===== config.mk =====
export PLATFORM = sky130hd
export DESIGN_NAME = serial_sub_ctrl
export DESIGN_NICKNAME = d
export VERILOG_FILES = /design/src/rtl/serial_sub_pkg.sv /design/src/rtl/serial_sub_ctrl_full_sub.sv /design/src/rtl/serial_sub_ctrl.sv
export SDC_FILE = /design/constraint.sdc
export NUM_CORES = 1
export LEC_CHECK = 0
export ABC_AREA = 1
export CAP_MARGIN = 25
export CORE_UTILIZATION = 30
export CTS_CLUSTER_SIZE = 28
export DETAILED_ROUTE_END_ITERATION = 12
export PLACE_DENSITY = 0.51
export SLEW_MARGIN = 10
export SYNTH_ARGS = -nofsm -noshare
export SYNTH_HDL_FRONTEND = slang
export SYNTH_HIERARCHICAL = 1
export SYNTH_SLANG_ARGS = --single-unit

===== constraint.sdc =====
create_clock -name clk -period 1.3 [get_ports clk]
set_input_delay 0.26 -clock clk [delete_from_list [all_inputs] [get_ports clk]]
set_output_delay 0.26 -clock clk [all_outputs]
set_load 0.005 [all_outputs]

===== src/rtl/serial_sub_pkg.sv =====
// serial_sub_pkg: shared state encoding and default width for the serial subtractor
package serial_sub_pkg;
  localparam int SUB_W = 8;
  typedef enum logic [1:0] {
    IDLE = 2'd0,
    RUN  = 2'd1,
    DONE = 2'd2
  } state_t;
endpackage


===== src/rtl/serial_sub_ctrl_full_sub.sv =====
// full_sub: one-bit full subtractor cell computing a - b - cin
module full_sub (
  input  logic a,
  input  logic b,
  input  logic cin,
  output logic difference,
  output logic borrow
);
  assign difference = a ^ b ^ cin;
  assign borrow = (~a & b) | (~a & cin) | (b & cin);
endmodule


===== src/rtl/serial_sub_ctrl.sv =====
// serial_sub_ctrl: bit-serial a - b - bin over one full_sub cell, LSB first
module serial_sub_ctrl
  import serial_sub_pkg::*;
#(
  parameter int W = SUB_W
) (
  input  logic         clk,
  input  logic         rst,
  input  logic         in_valid,
  output logic         in_ready,
  input  logic [W-1:0] a,
  input  logic [W-1:0] b,
  input  logic         bin,
  output logic         out_valid,
  input  logic         out_ready,
  output logic [W-1:0] diff,
  output logic         bout,
  output logic         ovf,
  output logic         busy
);
  localparam int CW = $clog2(W);
  state_t state, state_nx;
  logic [W-1:0] a_sh, b_sh, diff_sh;
  logic [CW-1:0] cnt;
  logic brw_q, a_msb, b_msb, d, bo, fire, last;
  full_sub u_cell (
    .a(a_sh[0]),
    .b(b_sh[0]),
    .cin(brw_q),
    .difference(d),
    .borrow(bo)
  );
  // state register; reset wins over any handshake
  always_ff @(posedge clk) state <= rst ? IDLE : state_nx;
  // next state and outputs; result fields read as zero outside DONE
  always_comb begin
    in_ready  = (state == IDLE) && !rst;
    fire      = in_valid && in_ready;
    last      = cnt == CW'(W - 1);
    out_valid = state == DONE;
    busy      = state != IDLE;
    diff      = out_valid ? diff_sh : '0;
    bout      = out_valid && brw_q;
    ovf       = out_valid && (a_msb != b_msb) && (diff_sh[W-1] != a_msb);
    state_nx  = state == IDLE ? (fire ? RUN : IDLE) :
                state == RUN  ? (last ? DONE : RUN) :
                state == DONE ? (out_ready ? IDLE : DONE) : IDLE;
  end
  // operand load on accept, then one bit per cycle through the cell while running
  always_ff @(posedge clk) begin
    if (rst) begin
      a_sh    <= '0;
      b_sh    <= '0;
      diff_sh <= '0;
      cnt     <= '0;
      brw_q   <= 1'b0;
      a_msb   <= 1'b0;
      b_msb   <= 1'b0;
    end else if (fire) begin
      a_sh  <= a;
      b_sh  <= b;
      brw_q <= bin;
      cnt   <= '0;
      a_msb <= a[W-1];
      b_msb <= b[W-1];
    end else if (state == RUN) begin
      diff_sh <= {d, diff_sh[W-1:1]};
      a_sh    <= a_sh >> 1;
      b_sh    <= b_sh >> 1;
      brw_q   <= bo;
      cnt     <= cnt + 1'b1;
    end
  end
endmodule


Word level (Yosys, flattened, before mapping)
Index checks and enable logic that the tools add are counted.

storage, ports and cells
  output and inout port bits = 13
  register bits after elaboration = 32
  word-level logic and storage cells = 47
  input bits = 21

cells by class
  equality and inequality tests = 5
  mux-type cells = 13
  reduce and logical (&&, ||, !) cells = 11
  bitwise operators = 9
  $add $sub $neg = 1

operators by type and width
  operator                                        count
  two-way mux 8 bit                               5
  two-way mux 2 bit                               5
  logical AND 1 bit                               5
  nonzero test 2 bit                              2
  adder 3 x 1 -> 3 bit (second input constant)    1
  bitwise AND 1 bit                               3
  == test 3 bit (second input constant)           1
  two-way mux 1 bit                               3
  == test 2 x 1 -> 1 bit (second input constant)  1
  == test 2 bit (second input constant)           1
  logical NOT 2 bit                               1
  inequality test 1 bit                           2
  inverter 1 bit                                  2
  bitwise OR 1 bit                                2
  AND reduction 2 bit                             1
  OR reduction 2 bit                              1
  XOR 1 bit                                       2
  logical NOT 1 bit                               1

Longest topological paths before layout
Gate-level depths: netlist (run 1).

  depth in word-level cells = 6
  depth in mapped cells = 7
  depth with buffers taken out = 7

Cells and area by module
Netlist (run 1), hierarchy kept.

modules (own cells, without submodules)
  module           area each (µm²)  times used  sequential area each (µm²)  cells an instance
  serial_sub_ctrl  1585.3           1           640.6                       232
  full_sub         27.5             1           0.0                         3

Worst setup path before layout (run 1)
Ideal clock, no wire load.

  path type = reg2out
  start = register state[1]
  end = output in_ready
  buffers on the path = 1
  arrival time = 0.932 ns
  cell stages (with the launch flop) = 5
  path slack = 0.108 ns
  data required time = 1.040 ns
  path through = dfxtp_1 > nor2_4 > buf_2 > inv_1 > nor2_1

between the ends
  longest elaborated chain between the ends = 2

RTL lines
  element                 line                   source
  from (decl)             serial_sub_ctrl.sv:22  state_t state, state_nx;
  from (signal assigned)  serial_sub_ctrl.sv:34  always_ff @(posedge clk) state <= rst ? IDLE : state_nx;
  logical NOT 2 bit       serial_sub_ctrl.sv:37  in_ready = (state == IDLE) && !rst;
  logical AND 1 bit       serial_sub_ctrl.sv:37
  to (decl)               serial_sub_ctrl.sv:10  output logic in_ready,

No other way between the ends.

Worst setup path in the final report (run 1)
  start = register state[0]
  end = output busy

between the ends
  longest elaborated chain between the ends = 1

RTL lines
  element             line                   source
  nonzero test 2 bit  serial_sub_ctrl.sv:41  busy = state != IDLE;
  to (decl)           serial_sub_ctrl.sv:19  output logic busy

No other way between the ends.

==> flow_summary.rst, run 1 <==
.. list-table::
   :header-rows: 1

   * - Metric
     - Value
   * - Relative slew margins
     - 84.5%
   * - Average footprint of a synthesized cell
     - 6.86 um2
   * - Hold path startpoint
     - diff_sh[2]
   * - Diodes inserted
     - 0
   * - Total Power Consumption
     - 2.45 mW
   * - TritonCTS clock tree
     - yes
   * - Die extent in x
     - 75.3 um
   * - Worst endpoint data arrival time
     - 1.15 ns
   * - Cell-internal power
     - 1.77 mW
   * - Hold Crit Endpoint
     - diff_sh[1]
   * - Post-layout worst setup margin
     - -0.111 ns
   * - Run status
     - finished, violations left
   * - Hold slack
     - 0.468 ns
   * - Via Count
     - 1643
   * - Worst supply voltage drop on vdd
     - 0.395 mV
   * - Logic gate share of total power
     - 21.1%
   * - Number of placed instances with taps included
     - 344
   * - Final Critical Period
     - 1.41 ns
   * - Origin of the critical flop-to-flop path
     - state[0]
   * - Final worst clock skew
     - 0.00542 ns
   * - Total iterations of the first detailed-routing run
     - 4
   * - Number of nets in the final layout
     - 312
   * - Number of design rule violations left after detail routing
     - 0
   * - Total leakage power
     - 1.12 nW
   * - Register share of total power
     - 44.6%
   * - Largest fanout on the critical path
     - 2
   * - Design area
     - 2500 um2
   * - Max-slew violation total from the final report
     - 0
   * - Top library cells by usage in the layout, fill and taps aside
     - sky130_fd_sc_hd__inv_1, sky130_fd_sc_hd__dfxtp_1, sky130_fd_sc_hd__nand2_1
   * - Starting utilization of the core area
     - 31.4%
   * - Proportion of netlist area held by the largest area contributor
     - 39.7%
   * - Placement Cell Area
     - 2130 um2
   * - DPL Wire Length
     - 2.68 mm
   * - Ratio of cells with drive above 1 in the final layout
     - 38.2%
   * - Inserted Clock Buffers
     - 5
   * - Number of nets produced by synthesis
     - 259
   * - Clock buffer depth
     - 2
   * - Cell chosen for the clock root
     - sky130_fd_sc_hd__clkbuf_8
   * - Number of placed I/O pins
     - 34
   * - Clk network pwr share
     - 34.3%
   * - Yosys warns
     - 6
   * - Core Footprint
     - 5140 um2
   * - Seq cells post-synth
     - 32
   * - Power dissipated by switching net loads
     - 0.673 mW
   * - Final RePlAce weighted congestion
     - 0.722
   * - Synth area leader
     - sky130_fd_sc_hd__dfxtp_1
   * - Share of the clock period used by the worst path after layout
     - 109%
   * - Filler cell count in the final layout
     - 547
   * - Number of global-route vias before repair
     - 1349
   * - Port-buffer cells
     - 33
   * - Final setup viols
     - 29
   * - Distinct cell type count after synthesis
     - 20
   * - GR Overflow Total
     - 0
   * - Per-cell via count in the routed design
     - 4.59
   * - Global-route wire length before repair
     - 6.46 mm
   * - Post-route antenna net violation count
     - 0
   * - Pwr per Cell Area
     - 979 nW/um2
   * - Number of maximum-capacitance violations
     - 0
   * - Number of H-tree levels
     - 2
   * - Slew of the pin with the lowest slew margin
     - 0.232 ns
   * - R2r worst-path depth
     - 8
   * - Mapped Area
     - 1610 um2
   * - Crit start category
     - flip-flop
   * - Highest achievable clock rate
     - 709 MHz
   * - Sink Count
     - 32
   * - Post-Route WL
     - 4.05 mm
   * - Hold Buf Count CTS
     - 0
   * - Initial antenna violation count
     - 0
   * - Cell count of the worst hold path
     - 2
   * - Class of the tightest hold or removal check
     - reg -> reg
   * - Maximum number of pins on one net before global-route repair
     - 23
   * - Starting DRT DRC Count
     - 89
   * - Tot GR Track Use
     - 15.3%
   * - CP required
     - 1.04 ns
   * - Worst reg-to-reg setup slack
     - -0.04 ns
   * - Switching power share of the total
     - 27.5%
   * - Type of destination of the critical path
     - output pin
   * - Total count of hold-check failures in the final report
     - 0
   * - Placement row count
     - 26
   * - Clock transition at the register clock pins on the worst setup and hold paths after CTS
     - 0.07 ns
   * - Sequential area share after synthesis
     - 39.7%
   * - Violated checks
     - negative setup slack
   * - Reg2Reg Capture Point
     - a_sh[3]
   * - Leading cell types by total area after synthesis
     - sky130_fd_sc_hd__dfxtp_1, sky130_fd_sc_hd__nand2_1, sky130_fd_sc_hd__a21oi_1
   * - Signed area change from the synthesized netlist to the final layout
     - 55.0%
   * - Routed length per placed instance
     - 11.3 um
   * - Later-pin clock latency in the skew report
     - 0.28 ns
   * - Post-layout instance count excluding filler cells
     - 358
   * - RSZ-0062 raised after global routing
     - true
   * - Die Y
     - 75.3 um
   * - Crit Path Class
     - reg -> out
   * - Total die area
     - 5670 um2
   * - Post-Synthesis Cells
     - 235
   * - Pre-CTS worst setup slack
     - -0.397 ns
## state kept, by name, summed over array words and instances (netlist names)
name / count
a_sh: 8
b_sh: 8
diff_sh: 8
cnt: 3
state: 2
a_msb: 1
b_msb: 1
brw_q: 1
## stage by stage
step | util [%] | TNS, ns
after CTS | 43.3 | -2.15
after detailed placement | 41.5 | -8.27
after global routing | 48.6 | -3.11
after floorplan | - | 0
after global placement | 41.5 | -9.08
final | 48.6 | -1.24
## cells in the mapped netlist, drive strengths merged
cell	instances
nand3	18
xnor2	1
clkbuf	4
nor2	14
buf	12
o22ai	1
dfxtp	32
a21oi	28
ha	2
o21ai	10
nor3	1
inv	38
nand4	17
nand2	56
fa	1
## worst max-delay path, stage by stage, from the launching register on
cell,delay [ns]
sky130_fd_sc_hd__dfxtp_2,0.33
sky130_fd_sc_hd__buf_6,0.11
sky130_fd_sc_hd__nor2_4,0.15
sky130_fd_sc_hd__inv_2,0.06
sky130_fd_sc_hd__buf_6,0.11
sky130_fd_sc_hd__buf_6,0.10
## power by group through the flow
stage               registers, mW  logic [mW]  clock network [mW]
finish                       1.09       0.516               0.840
global route                 1.10       0.573               0.902
CTS                          1.08       0.415               0.864
detailed placement           1.11       0.406                   0
global placement             1.10       0.406                   0
floorplan                    1.10       0.240                   0
## routing by layer
metal  track usage (%)  vias to the layer above  share of wire (%)
li1                  -                      860                  -
met4              6.17                        0                1.6
met1              21.6                      738                 48
met5                 0                        -                  0
met2              22.3                       38                 46
met3              3.97                        7                5.1
## how the worst max path moves through the flow
stage,start,to
floorplan,state[1],in_ready
global placement,rst,in_ready
detailed placement,rst,in_ready
CTS,state[1],a_sh[3]
global route,state[0],busy
finish,state[0],busy
## cell families (layout without fill, tap and decap cells)
family	after synthesis	count (layout)	share of synthesized area, %
buffers and inverters	54	107	14.3
AO/OA/AOI/OAI	39	39	12.2
adder cells (fa/ha/maj)	3	3	2.79
flip-flops	32	32	39.7
AND/OR/NAND/NOR	106	106	30.5
XOR/XNOR	1	1	0.543
## final cells by class
cell class / count / area, um2 / share of cell area [%]
multi-input combinational: 149 / 935 / 37.4
sequential: 32 / 643 / 25.7
timing repair buffer: 62 / 588 / 23.5
inverter: 38 / 150 / 6.01
clock buffer: 7 / 96.3 / 3.85
tap: 70 / 87.6 / 3.50
## timing repair
item | 4_1_cts | 5_1_grt
endpoints found under the setup margin | 35 | 39
gates resized for setup | 62 | 76
hold endpoints to repair | 0 | 0
pin swaps | 3 | 9
setup buffers | 3 | 3
gates cloned | 0 | 1
Power figures use the tool's default switching activity.
==> inputs of run 2 (changes only) <==
--- a/config.mk
+++ b/config.mk
@@ -5,12 +5,12 @@
 export SDC_FILE = /design/constraint.sdc
 export NUM_CORES = 1
 export LEC_CHECK = 0
-export ABC_AREA = 1
 export CAP_MARGIN = 25
+export CORE_MARGIN = 8
 export CORE_UTILIZATION = 30
 export CTS_CLUSTER_SIZE = 28
 export DETAILED_ROUTE_END_ITERATION = 12
-export PLACE_DENSITY = 0.51
+export PLACE_DENSITY = 0.52
 export SLEW_MARGIN = 10
 export SYNTH_ARGS = -nofsm -noshare
 export SYNTH_HDL_FRONTEND = slang
==> flow_summary.rst, run 2 <==
.. list-table::
   :header-rows: 1

   * - Metric
     - Value
   * - Total leakage power
     - 0.895 nW
   * - Number of nets produced by synthesis
     - 198
   * - Clock transition at the register clock pins on the worst setup and hold paths after CTS
     - 0.08 ns
   * - Total count of hold-check failures in the final report
     - 0
   * - Starting utilization of the core area
     - 30.9%
   * - Distinct cell type count after synthesis
     - 27
   * - Number of global-route vias before repair
     - 1511
   * - Number of nets in the final layout
     - 257
   * - Registers with the highest flip-flop counts
     - a_sh: 8 flops, b_sh: 8 flops, diff_sh: 8 flops
   * - Via Count
     - 1437
   * - GR Overflow Total
     - 0
   * - Filler cell count in the final layout
     - 453
   * - Final setup viols
     - 36
   * - Max-slew violation total from the final report
     - 0
   * - Slew of the pin with the lowest slew margin
     - 0.315 ns
   * - Design area
     - 2310 um2
   * - Synth area leader
     - sky130_fd_sc_hd__dfxtp_1
   * - Share of the clock period used by the worst path after layout
     - 114%
   * - Proportion of netlist area held by the largest area contributor
     - 44.5%
   * - Placement row count
     - 25
   * - Placement Cell Area
     - 1940 um2
   * - Run status
     - finished, violations left
   * - Crit Path Class
     - reg -> out
   * - Cell chain of the critical path
     - nand2b_4, clkinvlp_4, buf_6, and2_1, buf_2
   * - Share of flip-flops with an asynchronous set or reset after synthesis
     - 0%
   * - Tot GR Track Use
     - 11.8%
   * - Post-layout worst setup margin
     - -0.187 ns
   * - Diodes inserted
     - 0
   * - Relative slew margins
     - 78.9%
   * - Ys flop type
     - sky130_fd_sc_hd__dfxtp_1
   * - Port-buffer cells
     - 33
   * - Number of placed I/O pins
     - 34
   * - Crit start category
     - flip-flop
   * - Initial antenna violation count
     - 0
   * - Number of maximum-capacitance violations
     - 0
   * - Final worst clock skew
     - 0.00639 ns
   * - TritonCTS clock tree
     - yes
   * - Maximum number of pins on one net before global-route repair
     - 25
   * - DPL Wire Length
     - 2.67 mm
   * - Mapped Area
     - 1440 um2
   * - Total die area
     - 7270 um2
   * - Global-route wire length before repair
     - 6.82 mm
   * - Sequential area share after synthesis
     - 44.5%
   * - Largest fanout on the critical path
     - 4
   * - Die Y
     - 85.3 um
   * - Later-pin clock latency in the skew report
     - 0.29 ns
   * - Number of design rule violations left after detail routing
     - 0
   * - Average footprint of a synthesized cell
     - 8.27 um2
   * - Final Critical Period
     - 1.49 ns
   * - Post-route antenna net violation count
     - 0
   * - Class of the tightest hold or removal check
     - reg -> reg
   * - Routed length per placed instance
     - 14.6 um
   * - Worst endpoint data arrival time
     - 1.23 ns
   * - Violated checks
     - negative setup slack
   * - Post-Route WL
     - 4.21 mm
   * - Yosys warns
     - 6
   * - Number of H-tree levels
     - 2
   * - Crit-path max cell delay
     - 0.34 ns
   * - Die extent in x
     - 85.3 um
   * - Post-Synthesis Cells
     - 174
   * - Seq cells post-synth
     - 32
   * - Highest achievable clock rate
     - 673 MHz
   * - Core Footprint
     - 4660 um2
   * - Clock buffer depth
     - 2
   * - Worst supply voltage drop on vdd
     - 0.597 mV
   * - Per-cell via count in the routed design
     - 4.99
   * - Cell chosen for the clock root
     - sky130_fd_sc_hd__clkbuf_8
   * - Pwr per Cell Area
     - 1050 nW/um2
   * - Starting DRT DRC Count
     - 58
   * - RSZ-0062 raised after global routing
     - true
   * - Total iterations of the first detailed-routing run
     - 4
   * - Signed area change from the synthesized netlist to the final layout
     - 60.9%
   * - Sink Count
     - 32
   * - Most repeated cell in the gate-level netlist after synthesis
     - sky130_fd_sc_hd__nand2_1
   * - Inserted Clock Buffers
     - 5
   * - Worst path slowest cell
     - sky130_fd_sc_hd__dfxtp_2
   * - Top library cells by usage in the layout, fill and taps aside
     - sky130_fd_sc_hd__nand2_1, sky130_fd_sc_hd__dfxtp_1, sky130_fd_sc_hd__a21oi_1
   * - Leading cell types by total area after synthesis
     - sky130_fd_sc_hd__dfxtp_1, sky130_fd_sc_hd__nand2_1, sky130_fd_sc_hd__a21oi_1
   * - Commonest non-fill, non-tap cell in the layout
     - sky130_fd_sc_hd__nand2_1
   * - Final RePlAce weighted congestion
     - 0.747
   * - Ratio of cells with drive above 1 in the final layout
     - 41.0%
   * - Type of destination of the critical path
     - output pin
   * - CP required
     - 1.04 ns
   * - Total Neg Setup Slack
     - -3.41 ns
   * - Cell types with the highest counts after synthesis
     - sky130_fd_sc_hd__nand2_1, sky130_fd_sc_hd__dfxtp_1, sky130_fd_sc_hd__a21oi_1, sky130_fd_sc_hd__nor2_1, sky130_fd_sc_hd__a211oi_1
   * - Post-synth EDFFs
     - 0
## run 2: power breakdown
group	leakage, nW	internal (mW)	switching (mW)	total (mW)
sequential	0.263	1.03	0.0334	1.07
combinational	0.578	0.218	0.186	0.404
clock	0.0541	0.567	0.392	0.959
total	0.895	1.82	0.611	2.43
## run 2: logic make-up after synthesis
family	share of synthesized area (%)
xor+xnor	0.609
mux	1.39
fa+ha+maj	3.13
buf+inv	6.61
simple gates	24.3
flops	44.5
compound gates	19.4
## run 2: per-stage QoR
| step | worst slack (ns) | cells | power [mW] | hold WS [ns] | utilization, % |
|---|---|---|---|---|---|
| 6_report | -0.187 | 288 | 2.43 | 0.465 | 49.7 |
| 5_1_grt | -0.243 | 288 | 2.54 | 0.487 | 49.7 |
| 4_1_cts | -0.196 | 287 | 2.44 | 0.467 | 47.7 |
| 3_5_place_dp | -0.511 | 268 | 1.43 | 0.455 | 41.5 |
| 3_3_place_gp | -0.467 | 268 | 1.42 | 0.443 | 41.5 |
| 2_1_floorplan | -0.0724 | 174 | 1.27 | 0.393 | - |
## run 2: layout make-up
cell class              instances  area [um2]  share of cell area [%]
inverters                       3        16.3                   0.703
flip-flops and latches         32         648                    28.0
clock buffers                   5        68.8                    2.97
repair buffers                 62         592                    25.6
well taps                      54        67.6                    2.92
repair inverters                1        7.51                   0.324
multi-input cells             128         872                    37.7
clock inverters                 3        42.5                    1.84
## run 2: final timing paths
check,slack (ns),from,depth (start not counted),endpoint
setup / recovery,-0.19,state[0],5,diff[3]
hold / removal,0.46,b_sh[2],2,b_sh[1]
setup reg to reg,-0.11,state[0],5,a_sh[4]
hold reg to reg,0.46,b_sh[2],2,b_sh[1]
## run 2: layer usage
metal  share of wire (%)  wire length, um  GRT usage, %
met1                  44             1830          12.5
met2                  51             2150          20.7
met3                 4.6              194          4.34
met4                0.69               29          5.10
met5                   0                0             0
## run 2: repair_timing
action / CTS / global route
pin swaps: 26 / 9
hold buffers: 0 / 0
setup buffers: 6 / 2
setup endpoints to repair: 33 / 43
gates resized for setup: 100 / 21
cloned: 5 / 0
## run 2: worst max-delay path, delay by kind of cell, from the launching register on
family | cells | cell delay, ns
buffers and inverters | 3 | 0.33
DFF | 1 | 0.34
and+or+nand+nor | 2 | 0.27
